<file path="src/rtl/layer_sequencer.sv">
// Game-flow sequencer: pre-fills the block-layer chain, then turns button edges into jump strobes
// with the next layer already on the buses. Optional bonus generation under LAYER_SEQ_BONUS_EN.
module layer_sequencer #(
  parameter int unsigned NUM_LAYERS = 5,
  parameter int unsigned FILL_GAP   = 4,
  parameter int unsigned SHIFT_MS   = 250,
  parameter logic [15:0] LFSR_SEED  = 16'hACE1,
  parameter int unsigned START_COL  = 3
) (
  input  logic        clk,
  input  logic        rst,
  input  logic        module_en,
  input  logic        one_ms_tick,
  input  logic        btn_left,
  input  logic        btn_right,
  input  logic        jump_fail_in,
  output logic        load_layer,
  output logic        jump_left,
  output logic        jump_right,
  output logic [0:6]  layer_map,
  output logic [0:6]  block_type,
  output logic [0:6]  bonus_map,
  output logic        busy,
  output logic        init_done,
  output logic [15:0] jump_count
);

  localparam int unsigned FILL_W = $clog2(NUM_LAYERS + 1);
  localparam int unsigned GAP_W  = (FILL_GAP > 1) ? $clog2(FILL_GAP + 1) : 1;
  localparam int unsigned TICK_W = $clog2(SHIFT_MS + 1);
  localparam int unsigned COL_W  = 3;

  typedef enum logic [3:0] {
    IDLE, GEN, LOAD, GAP, READY, JUMP_L, JUMP_R, SHIFT, HALT
  } state_t;

  state_t              state, state_n;
  logic [15:0]         lfsr, lfsr_n;
  logic [COL_W-1:0]    safe_col, col_n;
  logic [0:6]          layer_n, type_n, safe_mask;
  logic [FILL_W-1:0]   fill_cnt, fill_n;
  logic [GAP_W-1:0]    gap_cnt, gap_n;
  logic [TICK_W-1:0]   tick_cnt, tick_n;
  logic [15:0]         count_n, count_inc;
  logic                init_n;
  logic                btn_left_q, btn_right_q;
  logic                edge_l, edge_r;

  assign edge_l    = btn_left & ~btn_left_q;
  assign edge_r    = btn_right & ~btn_right_q;
  assign count_inc = (jump_count == 16'hFFFF) ? jump_count : jump_count + 16'd1;

`ifdef LAYER_SEQ_BONUS_EN
  logic [0:6] bonus_n;
`else
  assign bonus_map = 7'b0;
`endif

  // Next-state, layer generation and counter updates
  always_comb begin
    state_n   = state;
    lfsr_n    = lfsr;
    col_n     = safe_col;
    layer_n   = layer_map;
    type_n    = block_type;
    safe_mask = 7'b0;
    fill_n    = fill_cnt;
    gap_n     = gap_cnt;
    tick_n    = tick_cnt;
    count_n   = jump_count;
    init_n    = init_done;
`ifdef LAYER_SEQ_BONUS_EN
    bonus_n   = bonus_map;
`endif
    case (state)
      IDLE: state_n = GEN;
      GEN: begin
        lfsr_n = {lfsr[14:0], lfsr[15] ^ lfsr[13] ^ lfsr[12] ^ lfsr[10]};
        // The safe column walks one step per layer and reflects off the edges
        if (safe_col == COL_W'(0))      col_n = COL_W'(1);
        else if (safe_col == COL_W'(6)) col_n = COL_W'(5);
        else if (lfsr_n[15])            col_n = safe_col + COL_W'(1);
        else                            col_n = safe_col - COL_W'(1);
        safe_mask = 7'b1000000 >> col_n;
        layer_n = {lfsr_n[0], lfsr_n[1], lfsr_n[2], lfsr_n[3],
                   lfsr_n[4], lfsr_n[5], lfsr_n[6]} | safe_mask;
        type_n  = {lfsr_n[7], lfsr_n[8], lfsr_n[9], lfsr_n[10],
                   lfsr_n[11], lfsr_n[12], lfsr_n[13]} | safe_mask;
`ifdef LAYER_SEQ_BONUS_EN
        bonus_n = layer_n
                & {lfsr_n[0], lfsr_n[1], lfsr_n[2], lfsr_n[3],
                   lfsr_n[4], lfsr_n[5], lfsr_n[6]}
                & {lfsr_n[8], lfsr_n[9], lfsr_n[10], lfsr_n[11],
                   lfsr_n[12], lfsr_n[13], lfsr_n[14]};
`endif
        if (jump_fail_in) begin
          state_n = HALT;
        end else if (fill_cnt < FILL_W'(NUM_LAYERS)) begin
          state_n = LOAD;
        end else begin
          state_n = READY;
          init_n  = 1'b1;
        end
      end
      LOAD: begin
        fill_n  = fill_cnt + FILL_W'(1);
        gap_n   = '0;
        state_n = jump_fail_in ? HALT : GAP;
      end
      GAP: begin
        if (jump_fail_in)                            state_n = HALT;
        else if (gap_cnt == GAP_W'(FILL_GAP - 1))    state_n = GEN;
        else                                         gap_n = gap_cnt + GAP_W'(1);
      end
      READY: begin
        if (jump_fail_in) begin
          state_n = HALT;
        end else if (edge_l) begin
          state_n = JUMP_L;
          count_n = count_inc;
        end else if (edge_r) begin
          state_n = JUMP_R;
          count_n = count_inc;
        end
      end
      JUMP_L, JUMP_R: begin
        state_n = SHIFT;
        tick_n  = '0;
      end
      SHIFT: begin
        if (jump_fail_in) begin
          state_n = HALT;
        end else if (one_ms_tick) begin
          if (tick_cnt == TICK_W'(SHIFT_MS - 1)) state_n = GEN;
          else                                    tick_n = tick_cnt + TICK_W'(1);
        end
      end
      HALT:    state_n = HALT;
      default: state_n = IDLE;
    endcase
  end

  // State and datapath registers; strobes are registered from the next state
  always_ff @(posedge clk) begin
    if (rst || !module_en) begin
      state       <= IDLE;
      lfsr        <= LFSR_SEED;
      safe_col    <= COL_W'(START_COL);
      layer_map   <= 7'b0;
      block_type  <= 7'b0;
      fill_cnt    <= '0;
      gap_cnt     <= '0;
      tick_cnt    <= '0;
      btn_left_q  <= 1'b0;
      btn_right_q <= 1'b0;
      load_layer  <= 1'b0;
      jump_left   <= 1'b0;
      jump_right  <= 1'b0;
      busy        <= 1'b1;
      init_done   <= 1'b0;
      jump_count  <= 16'd0;
`ifdef LAYER_SEQ_BONUS_EN
      bonus_map   <= 7'b0;
`endif
    end else begin
      state       <= state_n;
      lfsr        <= lfsr_n;
      safe_col    <= col_n;
      layer_map   <= layer_n;
      block_type  <= type_n;
      fill_cnt    <= fill_n;
      gap_cnt     <= gap_n;
      tick_cnt    <= tick_n;
      btn_left_q  <= btn_left;
      btn_right_q <= btn_right;
      load_layer  <= (state_n == LOAD);
      jump_left   <= (state_n == JUMP_L);
      jump_right  <= (state_n == JUMP_R);
      busy        <= (state_n != READY);
      init_done   <= init_n;
      jump_count  <= count_n;
`ifdef LAYER_SEQ_BONUS_EN
      bonus_map   <= bonus_n;
`endif
    end
  end

endmodule

</file>
<file path="config.mk">
export PLATFORM = sky130hd
export DESIGN_NAME = layer_sequencer
export DESIGN_NICKNAME = d
export VERILOG_FILES = /design/src/rtl/layer_sequencer.sv
export SDC_FILE = /design/constraint.sdc
export NUM_CORES = 1
export LEC_CHECK = 0
export ABC_AREA = 1
export CAP_MARGIN = 40
export CORE_ASPECT_RATIO = 0.8
export CORE_MARGIN = 5
export CORE_UTILIZATION = 55
export CTS_CLUSTER_DIAMETER = 150
export DETAILED_ROUTE_END_ITERATION = 6
export PLACE_DENSITY = 0.8
export SETUP_SLACK_MARGIN = 0.3
export SKIP_LAST_GASP = 1
export SLEW_MARGIN = 20
export SYNTH_ARGS = -nofsm -noshare
export SYNTH_HDL_FRONTEND = slang
export SYNTH_SLANG_ARGS = --single-unit
</file>
<file path="constraint.sdc">
create_clock -name clk -period 2.36 [get_ports clk]
set_clock_uncertainty 0.15 [all_clocks]
set_input_delay 0.472 -clock clk [delete_from_list [all_inputs] [get_ports clk]]
set_output_delay 0.472 -clock clk [all_outputs]
set_load 0.01 [all_outputs]
</file>
==> results.toml <==
[logic_synthesis]
syn_area_per_cell_um2 = 6.82
synth-seq-cells = 74
yosys.area_share.simple = 0.334
synth_top_family_by_area = "simple AND/OR/NAND/NOR gates"
yosysSeqAreaShare = 0.397
synth-xor-area-share = 0.0281
synth_compound_area_frac = 0.115
async_flop_share = 0
synthMuxAreaShare = 0
synth-main-ff-cell = "dfxtp_1"
synth_edf_count = 0
yosys.area.top_type_share = 0.397
syn_area_um2 = 3730
synth.area.top_cells = "dfxtp_1 40%, nand2_1 15%, nor2_1 7.4%"
synthAdderAreaFrac = 0.0255
synthCells = 548
yosysTopAreaCell = "dfxtp_1"
synth_cell_type_count = 36
ys_warn_count = 0

[timing]
slew_headroom = 0.568
worstMarginPinSlew_ns = 0.646
setup_slack_ns = 0.366
period_needed_ns = 1.99
period_share = 0.845
finalHoldViolCount = 0
fin_setup_tns_ns = 0
timing.fmax_mhz = 501
setup_viol = 0
rsz0062_at_grt = "false"
slew_violations = 0

[critical_path]
worstPathCellList = "clkdlybuf4s50_1"
slowest_stage = "clkdlybuf4s50_1"
critPathKind = "flop to output port"
crit_buf_inv = 1
cp-end-kind = "output port"
critPathMaxStageDelay_ns = 0.58
worstPathArrival_ns = 1.37
critPathRequiredTime_ns = 1.74
cpLargestDelayFamily = "buffers and inverters"
start_kind = "flop"
crit_path_max_fanout = 6

[placement]
globalplace.congestion = 0.915
dp_slack_ns = 0.167
numPortBuffers = 41
dp.cells = 660
hpwl_um = 5880
placed_area_um2 = 4160

[grt]
grt_use_total = 0.205
grt_max_degree = 37
antenna_found_initial = 0
grt_pass1_wl_um = 14400
grt_overflow_total = 0
grt_pass1_vias = 3136

[die]
die-height_um = 83.7
pin_count = 49
rows = 26
die_w_um = 102
die_area_um2 = 8550
start_util = 0.574
coreArea_um2 = 6510

[clock_tree]
h-tree-depth = 3
root_buffer = "clkbuf_8"
path_clk_slew_ns = 0.08
cts_buffers = 9
clock_latency_ns = 0.35
cts_hold_buf = 0
cts_tree = "built"
cts.path.max_buffers = 2
numClockSinks = 74

[cells_and_area]
fin_cells = 675
final_common_cell = "nand2_1"
final_area_um2 = 4360
diodes = 0
layout_common_cells = "153 x nand2_1, 73 x nor2_1, 67 x dfxtp_1, 54 x inv_1, 41 x clkdlybuf4s50_1"
area_growth_pct = 16.6
final_core_utilization = 0.669
layout.nets = 601
drive_gt1_frac = 0.0795

[min_path]
hp-class = "flop to flop"

[detailed_routing]
routed_wl_um = 8170
dr_total_vias = 3435
drt-initial-drc-count = 129
avgRoutedWirePerCell_um = 12.1
antenna_left = 0
drc = 0
dr.pass1.iters = 4
viasPerCell = 5.09

[run]
max_cap_violations = 0

[power]
swShare = 0.245
power.density_nw_per_um2 = 552
internal_power_w = 0.00182
pwr-share-seq = 0.535
p_clk_frac = 0.390
power.switching_w = 0.000590
max-vdd-ir-drop_uv = 346
power_frac_comb = 0.075
cellLeakagePower_nw = 1.70

[run_status]
status = "complete, no violations"
==> registers in the layout (all words and copies together) (netlist names), 3 cells and up <==
register and cells:
state 4, jump_count 16, layer_map 7, block_type 7
safe_col 3, tick_cnt 8, fill_cnt 3, lfsr 16
gap_cnt 3
==> worst paths after layout <==
path | from | end | slack, ns | depth (start not counted)
max | jump_count[10] | jump_count[10] | 0.37 | 1
min | fill_cnt[2] | fill_cnt[2] | 0.31 | 2
max reg2reg | safe_col[0] | layer_map[0] | 0.47 | 7
min reg2reg | fill_cnt[2] | fill_cnt[2] | 0.31 | 2
==> Yosys cell counts (all sizes together), types with 5 or more instances <==
cell / count
nand2: 158
nor2: 79
dfxtp: 74
inv: 61
a21oi: 41
nand3: 39
o21ai: 24
buf: 15
clkbuf: 7
nand4: 7
ha: 6
xnor2: 6
xor2: 6
nor3: 5
==> power by group through the flow <==
stage	Combinational, W	Clock (W)	Sequential, W
detailed placement	0.000179	0	0.00132
global route	0.000205	0.00101	0.00129
global placement	0.000175	0	0.00132
CTS	0.000180	0.000959	0.00129
finish	0.000181	0.000937	0.00129
floorplan	0.000129	0	0.00132
==> layout make-up <==
type | instances | area [um2]
Tap cell | 84 | 105
Sequential cell | 74 | 1490
Clock inverter | 5 | 56.3
Inverter | 62 | 235
Timing Repair Buffer | 44 | 433
Fill cell | 568 | 2150
Multi-Input combinational cell | 396 | 1910
Clock buffer | 10 | 128
==> metal layers <==
metal  up-vias  wire (um)  GRT usage
met5         -          0          0
met4         0        110     0.0596
met3        13        429     0.0459
met2        73       3790      0.320
met1      1544       3840      0.280
li1       1805          -          -
==> cells by family (layout without fill, tap and decap cells) <==
| kind of cell | Yosys count | count (layout) |
|---|---|---|
| adders and majority gates | 7 | 7 |
| and+or+nand+nor | 293 | 293 |
| AOI/OAI and AO/OA | 77 | 77 |
| buffers and inverters | 84 | 121 |
| DFF | 74 | 74 |
| xor gates and xnor gates | 12 | 12 |
| other | 1 | 7 |
==> metrics by stage <==
stage / hold slack (ns) / total power [W]
2_1_floorplan: 0.279 / 0.00145
3_3_place_gp: 0.289 / 0.00149
3_5_place_dp: 0.297 / 0.00150
4_1_cts: 0.311 / 0.00243
5_1_grt: 0.342 / 0.00251
6_report: 0.309 / 0.00241
==> tightest hold or removal path, cell delays in order (launching register included) <==
cell     delay (ns)
dfxtp_1        0.32
inv_1          0.05
a21oi_1        0.05
==> repair_timing <==
item                       4_1_cts  5_1_grt
buffers inserted                 0        0
setup endpoints to repair        2       19
gates resized for setup          2        7
Power figures use the tool's default switching activity.
